==> src/rtl/axil_arb_master.sv <==
// Two-requester arbiter feeding a single-outstanding AXI4-Lite master sequencer.
// Optional build macro AXIL_ARB_FIXED_PRIO_EN: requester 0 always wins ties (default: round-robin).
module axil_arb_master #(
    parameter int ADDR_WIDTH = 4,
    parameter int DATA_WIDTH = 32
) (
    input  logic                        ACLK,
    input  logic                        ARESET,
    input  logic [1:0]                  rq_valid,
    output logic [1:0]                  rq_ready,
    input  logic [1:0]                  rq_write,
    input  logic [2*ADDR_WIDTH-1:0]     rq_addr,
    input  logic [2*DATA_WIDTH-1:0]     rq_wdata,
    input  logic [2*DATA_WIDTH/8-1:0]   rq_wstrb,
    output logic [1:0]                  rsp_valid,
    output logic [DATA_WIDTH-1:0]       rsp_rdata,
    output logic [1:0]                  rsp_resp,
    output logic [ADDR_WIDTH-1:0]       m_awaddr,
    output logic                        m_awvalid,
    input  logic                        m_awready,
    output logic [DATA_WIDTH-1:0]       m_wdata,
    output logic [DATA_WIDTH/8-1:0]     m_wstrb,
    output logic                        m_wvalid,
    input  logic                        m_wready,
    input  logic [1:0]                  m_bresp,
    input  logic                        m_bvalid,
    output logic                        m_bready,
    output logic [ADDR_WIDTH-1:0]       m_araddr,
    output logic                        m_arvalid,
    input  logic                        m_arready,
    input  logic [DATA_WIDTH-1:0]       m_rdata,
    input  logic [1:0]                  m_rresp,
    input  logic                        m_rvalid,
    output logic                        m_rready
);

    localparam int STRB_WIDTH = DATA_WIDTH / 8;

    typedef enum logic [2:0] {
        IDLE,
        WR_ADDR,
        WR_RESP,
        RD_ADDR,
        RD_DATA
    } state_t;

    state_t                  state;
    state_t                  state_nxt;
    logic                    last_grant;
    logic                    grant;
    logic                    arb_sel;
    logic                    accept;
    logic                    cmd_write;
    logic [ADDR_WIDTH-1:0]   cmd_addr;
    logic [DATA_WIDTH-1:0]   cmd_wdata;
    logic [STRB_WIDTH-1:0]   cmd_wstrb;
    logic                    aw_done;
    logic                    w_done;
    logic                    aw_hs;
    logic                    w_hs;
    logic                    b_hs;
    logic                    ar_hs;
    logic                    r_hs;

    // Tie-break only matters when both requesters are valid.
    always_comb begin
        arb_sel = 1'b0;
        case (rq_valid)
            2'b01:   arb_sel = 1'b0;
            2'b10:   arb_sel = 1'b1;
`ifdef AXIL_ARB_FIXED_PRIO_EN
            2'b11:   arb_sel = 1'b0;
`else
            2'b11:   arb_sel = ~last_grant;
`endif
            default: arb_sel = 1'b0;
        endcase
    end

    assign accept = (state == IDLE) && (|rq_valid) && !ARESET;

    assign aw_hs = m_awvalid & m_awready;
    assign w_hs  = m_wvalid  & m_wready;
    assign b_hs  = m_bvalid  & m_bready;
    assign ar_hs = m_arvalid & m_arready;
    assign r_hs  = m_rvalid  & m_rready;

    assign m_awaddr = cmd_addr;
    assign m_araddr = cmd_addr;
    assign m_wdata  = cmd_wdata;
    assign m_wstrb  = cmd_wstrb;

    always_ff @(posedge ACLK) begin
        if (ARESET) begin
            state <= IDLE;
        end else begin
            state <= state_nxt;
        end
    end

    always_comb begin
        state_nxt = state;
        case (state)
            IDLE: begin
                if (accept) begin
                    if (arb_sel ? rq_write[1] : rq_write[0]) begin
                        state_nxt = WR_ADDR;
                    end else begin
                        state_nxt = RD_ADDR;
                    end
                end
            end
            WR_ADDR: begin
                if ((aw_done | aw_hs) && (w_done | w_hs)) begin
                    state_nxt = WR_RESP;
                end
            end
            WR_RESP: begin
                if (b_hs) begin
                    state_nxt = IDLE;
                end
            end
            RD_ADDR: begin
                if (ar_hs) begin
                    state_nxt = RD_DATA;
                end
            end
            RD_DATA: begin
                if (r_hs) begin
                    state_nxt = IDLE;
                end
            end
            default: state_nxt = IDLE;
        endcase
    end

    always_comb begin
        rq_ready  = 2'b00;
        m_awvalid = 1'b0;
        m_wvalid  = 1'b0;
        m_bready  = 1'b0;
        m_arvalid = 1'b0;
        m_rready  = 1'b0;
        if (accept) begin
            rq_ready[arb_sel] = 1'b1;
        end
        case (state)
            WR_ADDR: begin
                m_awvalid = ~aw_done;
                m_wvalid  = ~w_done;
            end
            WR_RESP: m_bready  = 1'b1;
            RD_ADDR: m_arvalid = 1'b1;
            RD_DATA: m_rready  = 1'b1;
            default: ;
        endcase
    end

    // Command latch, channel-done flags and the one-cycle response pulse.
    always_ff @(posedge ACLK) begin
        if (ARESET) begin
            last_grant <= 1'b1;
            grant      <= 1'b0;
            cmd_write  <= 1'b0;
            cmd_addr   <= '0;
            cmd_wdata  <= '0;
            cmd_wstrb  <= '0;
            aw_done    <= 1'b0;
            w_done     <= 1'b0;
            rsp_valid  <= 2'b00;
            rsp_rdata  <= '0;
            rsp_resp   <= 2'b00;
        end else begin
            rsp_valid <= 2'b00;
            if (accept) begin
                last_grant <= arb_sel;
                grant      <= arb_sel;
                cmd_write  <= arb_sel ? rq_write[1] : rq_write[0];
                cmd_addr   <= arb_sel ? rq_addr[ADDR_WIDTH +: ADDR_WIDTH]
                                      : rq_addr[0 +: ADDR_WIDTH];
                cmd_wdata  <= arb_sel ? rq_wdata[DATA_WIDTH +: DATA_WIDTH]
                                      : rq_wdata[0 +: DATA_WIDTH];
                cmd_wstrb  <= arb_sel ? rq_wstrb[STRB_WIDTH +: STRB_WIDTH]
                                      : rq_wstrb[0 +: STRB_WIDTH];
                aw_done    <= 1'b0;
                w_done     <= 1'b0;
            end
            if (state == WR_ADDR) begin
                if (aw_hs) aw_done <= 1'b1;
                if (w_hs)  w_done  <= 1'b1;
            end
            if (b_hs) begin
                rsp_valid <= grant ? 2'b10 : 2'b01;
                rsp_resp  <= m_bresp;
                rsp_rdata <= '0;
            end
            if (r_hs) begin
                rsp_valid <= grant ? 2'b10 : 2'b01;
                rsp_resp  <= m_rresp;
                rsp_rdata <= m_rdata;
            end
        end
    end

endmodule

==> config.mk <==
export PLATFORM = sky130hd
export DESIGN_NAME = axil_arb_master
export DESIGN_NICKNAME = d
export VERILOG_FILES = /design/src/rtl/axil_arb_master.sv
export SDC_FILE = /design/constraint.sdc
export NUM_CORES = 1
export LEC_CHECK = 0
export ABC_CLOCK_PERIOD_IN_PS = 1800
export BUFFER_PORTS_ARGS = -buffer_cell sky130_fd_sc_hd__buf_2
export CAP_MARGIN = 15
export CORE_MARGIN = 8
export CORE_UTILIZATION = 44
export DETAILED_ROUTE_END_ITERATION = 10
export PLACE_DENSITY = 0.81
export SLEW_MARGIN = 20
export SYNTH_ARGS = -nofsm -noshare
export SYNTH_HDL_FRONTEND = slang
export SYNTH_SLANG_ARGS = --single-unit
==> constraint.sdc <==
create_clock -name ACLK -period 1.8 [get_ports ACLK]
set_input_delay 0.09 -clock ACLK [delete_from_list [all_inputs] [get_ports ACLK]]
set_output_delay 0.09 -clock ACLK [all_outputs]
set_load 0.02 [all_outputs]
# Word-level counts from Yosys, hierarchy flattened
# Index checks and enable logic that the tools add are counted.
[totals] regBits=83 inputBits=127 elab_cells=76
[op_classes] bitwise=10 magnitude_cmp=2 eq_ne=11 reduce_logical=9 mux=33
[ops] op="two-way mux 32 bit" n=3
[ops] op="two-way mux 3 bit" n=5
[ops] op="one-hot mux 3 bit (5 select lines)" n=1
[ops] op="two-way mux 2 bit" n=7
[ops] op="two-way mux 1 bit" n=13
[ops] op="!= test 2 bit, second input constant" n=5
[ops] op="two-way mux 4 bit" n=2
[ops] op="== test 3 x 2 -> 1 bit, second input constant" n=2
[ops] op="AND 1 bit" n=5
[ops] op="AND reduction 5 bit" n=1
[ops] op="== test 2 bit, second input constant" n=2
[ops] op="logical AND 1 bit" n=4
[ops] op="== test 3 x 1 -> 1 bit, second input constant" n=1
[ops] op="== test 3 bit, second input constant" n=1
[ops] op="logical NOT 3 bit" n=1
[ops] op="inverter 1 bit" n=3
[ops] op="less-than comparator 1 x 2 -> 1 bit, second input constant" n=1
[ops] op="bitwise OR 1 bit" n=2
[ops] op="one-hot mux 1 bit (2 select lines)" n=1
[ops] op="nonzero test 2 bit" n=1
[ops] op="OR reduction 2 bit" n=1
[ops] op="demux 1 bit (select 1 bit)" n=1
[ops] op="greater-or-equal comparator 1 bit, second input constant" n=1
[ops] op="logical NOT 1 bit" n=1

# Logic depth before layout (Yosys ltp)
[depth] depth_word=7 ltp_mapped=7 ltp_nobuf=4

# Worst setup path before layout
# OpenSTA, ideal clock, no wires.
[synth_path] path_type="register to output" from="register state[0]" to="output port rq_ready[1]" arrival_time_ns=1.620 path_stages_with_launch=6 t_required_ns=1.710 slack_ns=0.090 path_cell_list="dfxtp_1 -> buf_2 -> o21bai_4 -> or3_1 -> clkbuf_1 -> nor3b_1"
[synth_between] elab_chain_len=4
[synth_rtl] element="start, declared" line_no="47" text="state_t state;"
[synth_rtl] element="start signal, assigned" line_no="97" text="state <= state_nxt;"
[synth_rtl] element="logical NOT 3 bit" line_no="80" text="assign accept = (state == IDLE) && (|rq_valid) && !ARESET;"
[synth_rtl] element="logical AND 1 bit (2 in a row)" line_no="80"
[synth_rtl] element="two-way mux 2 bit" line_no="144" text="if (accept) begin"
[synth_rtl] element="end, declared" line_no="10" text="output logic [1:0] rq_ready,"
# No other way between the ends.

# Final worst setup path
[layout_path] from="register state[0]" to="output port m_awvalid"
[layout_between] elab_chain_len=2
[layout_rtl] element="== test 3 x 1 -> 1 bit" line_no="147" text="case (state)"
[layout_rtl] element="two-way mux 1 bit" line_no="147"
[layout_rtl] element="end, declared" line_no="19" text="output logic m_awvalid,"
# No other way between the ends.

==> results.sh <==
export IMPL_max_freq_ghz=0.586
export IMPL_clk_pin_slew_worst_paths_ns=0.09
export IMPL_grt_total_usage=0.199
export IMPL_crit_path_max_incr_delay_ns=0.39
export IMPL_antenna_found_initial=0
export IMPL_hpwl_um=8800
export IMPL_cts_htree_levels=3
export IMPL_seqCellArea_mm2=0.00167
export IMPL_n_fill_cell=655
export IMPL_core_area_mm2=0.00813
export IMPL_ys_seq_area_frac=0.457
export IMPL_critPathSlowestCell="or3b_4"
export IMPL_design_area_mm2=0.00539
export IMPL_power_density_mw_per_mm2=1080
export IMPL_power_frac_comb=0.357
export IMPL_via_per_inst=5.11
export IMPL_drc=0
export IMPL_grt_max_degree=46
export IMPL_final_hold_viol_count=0
export IMPL_rows=33
export IMPL_cts_root_buf="clkbuf_8"
export IMPL_clk_insertion_delay_late_ns=0.34
export IMPL_multiInputGateArea_mm2=0.00180
export IMPL_grt_pass1_vias=3749
export IMPL_criticalPathCategory="flop to primary output"
export IMPL_wirelength_um=11900
export IMPL_status="finished, final reports clean"
export IMPL_cts_buffers=9
export IMPL_initial_core_util=0.447
export IMPL_gp_congestion=0.793
export IMPL_port_buffers=213
export IMPL_slew_viol_final=0
export IMPL_tightest_slew_ns=0.925
export IMPL_ys_top_cells_by_area="dfxtp_1 46%, a211oi_2 13%, mux2i_1 12%"
export IMPL_leakagePower_nw=2.53
export IMPL_skew_ns=0.0106
export IMPL_crit_chain="buf_4 -> buf_4 -> or3b_4 -> nor2_2 -> buf_4"
export IMPL_vdd_drop_max_v=0.000654
export IMPL_finalCritPeriodShare=0.948
export IMPL_synth_distinct_cells=32
export IMPL_avgSynthCellArea_um2=10.3
export IMPL_io_pins=214
export IMPL_hold_path_class="input port to flop"
export IMPL_crit_path_max_fanout=6
export IMPL_setup_viol=0
export IMPL_diodes=0
export IMPL_ant_nets=0
export IMPL_syn_cell_area_mm2=0.00364
export IMPL_whs_ns=0.0210
export IMPL_syn_nets=479
export IMPL_startpoint_type="flop"
export IMPL_syn2layout_area_growth_pct=48.1
export IMPL_die_w_um=107
export IMPL_post_route_util=0.663
export IMPL_crit_top_cell="buf_4"
export IMPL_grt_first_pass_wirelength_um=18500
export IMPL_synth_top_area_frac=0.457
export IMPL_synthCells=352
export IMPL_place_area_mm2=0.00481
export IMPL_overflow=0
export IMPL_cp_arrival_ns=1.62
export IMPL_required_ns=1.71
export IMPL_die_area_mm2=0.0114
export IMPL_fp_dieH_um=107
export IMPL_yosys_warnings=0
export IMPL_rsz0062_at_grt="no"
export IMPL_num_vias=3570
export IMPL_fin_nets=716
export IMPL_ys_seq_elements=83
export IMPL_layout_drive_gt1_share=0.512
export IMPL_p_switching_mw=2.03
export IMPL_drv_cap=0
export IMPL_drtIter0Drc=143
export IMPL_seqPwrFrac=0.383
export IMPL_drt_first_pass_iters=5
export IMPL_period_needed_ns=1.71
export IMPL_synth_top_area_cell="dfxtp_1"
export IMPL_pwr_share_clk=0.260
export IMPL_relSlewSlack=0.384
export IMPL_cts_sink_count=83
export IMPL_cts_tree="built"
export IMPL_p_sw_frac=0.348
export IMPL_crit_path_end_kind="primary output"
export IMPL_avgRoutedWirePerCell_um=17.1
export IMPL_cts_max_path_buffers=2
export IMPL_internal_power_mw=3.81
==> cells in the mapped netlist (all sizes together) <==
cell    instances
a211oi         40
a21boi          1
a21oi           6
a221o           1
a22oi          34
a311o           1
and2            1
buf            27
clkbuf         11
dfxtp          83
mux2            2
mux2i          44
nand2           3
nand3b          1
nor2           81
nor2b           1
nor3            3
nor3b           4
nor4b           1
nor4bb          1
o21bai          1
o221ai          1
o22ai           1
o31ai           1
or3             1
or3b            1
==> cells by family (layout without fill, tap and decap cells) <==
logic type / after synthesis / in the layout / synth area share
DFF: 83 / 83 / 0.457
muxes: 46 / 46 / 0.127
and+or+nand+nor: 98 / 98 / 0.118
AOI/OAI and AO/OA: 87 / 88 / 0.235
buffers and inverters: 38 / 279 / 0.0629
==> worst paths after layout <==
path	from	endpoint	slack, ns	cells past startpoint
setup reg to reg	state[2]$_SDFFE_PP0P_	rsp_rdata[5]$_SDFFE_PP0P_	0.10	5
hold reg to reg	grant$_SDFFE_PP0P_	rsp_valid[0]$_SDFF_PP0_	0.48	1
hold / removal	m_wready	w_done$_SDFF_PP0_	0.02	3
setup / recovery	state[0]$_SDFFE_PP0P_	m_awvalid	0.09	5
==> flip-flops by register name, summed over array words and instances, names as in the netlist <==
name and count:
rsp_valid 2, state 3, aw_done 1, w_done 1, m_araddr 4, m_wdata 32
rsp_resp 2, grant 1, last_grant 1, m_wstrb 4, rsp_rdata 32
==> stage by stage <==
step	worst slack [ns]	cells	total power, mW	setup TNS, ns
4_1_cts	0.0141	697	5.90	0
6_report	0.0940	699	5.84	0
2_1_floorplan	0.0899	352	3.68	0
5_1_grt	0.0156	699	6.16	0
3_5_place_dp	-0.0485	652	4.29	-0.0641
3_3_place_gp	0.0691	652	4.20	0
==> cells in the final DEF, fill, tap and decap left out, types with 3 or more instances in the layout <==
cell,synthesis,routed
a21oi_1,5,5
buf_4,11,22
a22oi_1,34,34
dfxtp_1,83,82
clkbuf_8,0,11
a211oi_2,38,38
buf_2,12,209
nor2_1,81,79
dlygate4sd3_1,0,28
nand2_1,3,3
mux2i_1,44,44
==> routing by layer <==
| metal | track usage | part of all wire | vias up |
|---|---|---|---|
| li1 | - | - | 1736 |
| met1 | 0.208 | 0.38 | 1640 |
| met2 | 0.361 | 0.50 | 181 |
| met3 | 0.0780 | 0.11 | 13 |
| met4 | 0.0533 | 0.012 | 0 |
| met5 | 0 | 0 | - |
==> power groups by stage <==
stage | registers, mW | clock network [mW] | logic [mW]
final | 2.23 | 1.52 | 2.08
after global routing | 2.27 | 1.65 | 2.25
after CTS | 2.23 | 1.56 | 2.10
after detailed placement | 2.27 | 0 | 2.01
after global placement | 2.25 | 0 | 1.94
after floorplan | 2.53 | 0 | 1.15
==> timing repair <==
action | in CTS | in global routing
resized for setup | 10 | 2
cloned | 0 | 1
endpoints found under the hold margin | 28 | 0
buffers inserted | 1 | 1
hold buffers | 28 | 0
setup endpoints to repair | 6 | 12
pin swaps | 1 | 3
==> worst max-delay path, delay by kind of cell (launching register included) <==
kind	cells	cell delay, ns
flip-flops	1	0.38
AND/OR/NAND/NOR	2	0.50
buffers and inverters	3	0.40
==> final cells by class <==
cell class                 count  area share
clock buffer                  11      0.0281
multi-input combinational    232       0.334
tap                          105      0.0244
clock inverter                 5      0.0158
sequential                    83       0.309
timing repair buffer         263       0.288
Note: power is estimated with default switching activity, not from simulation.
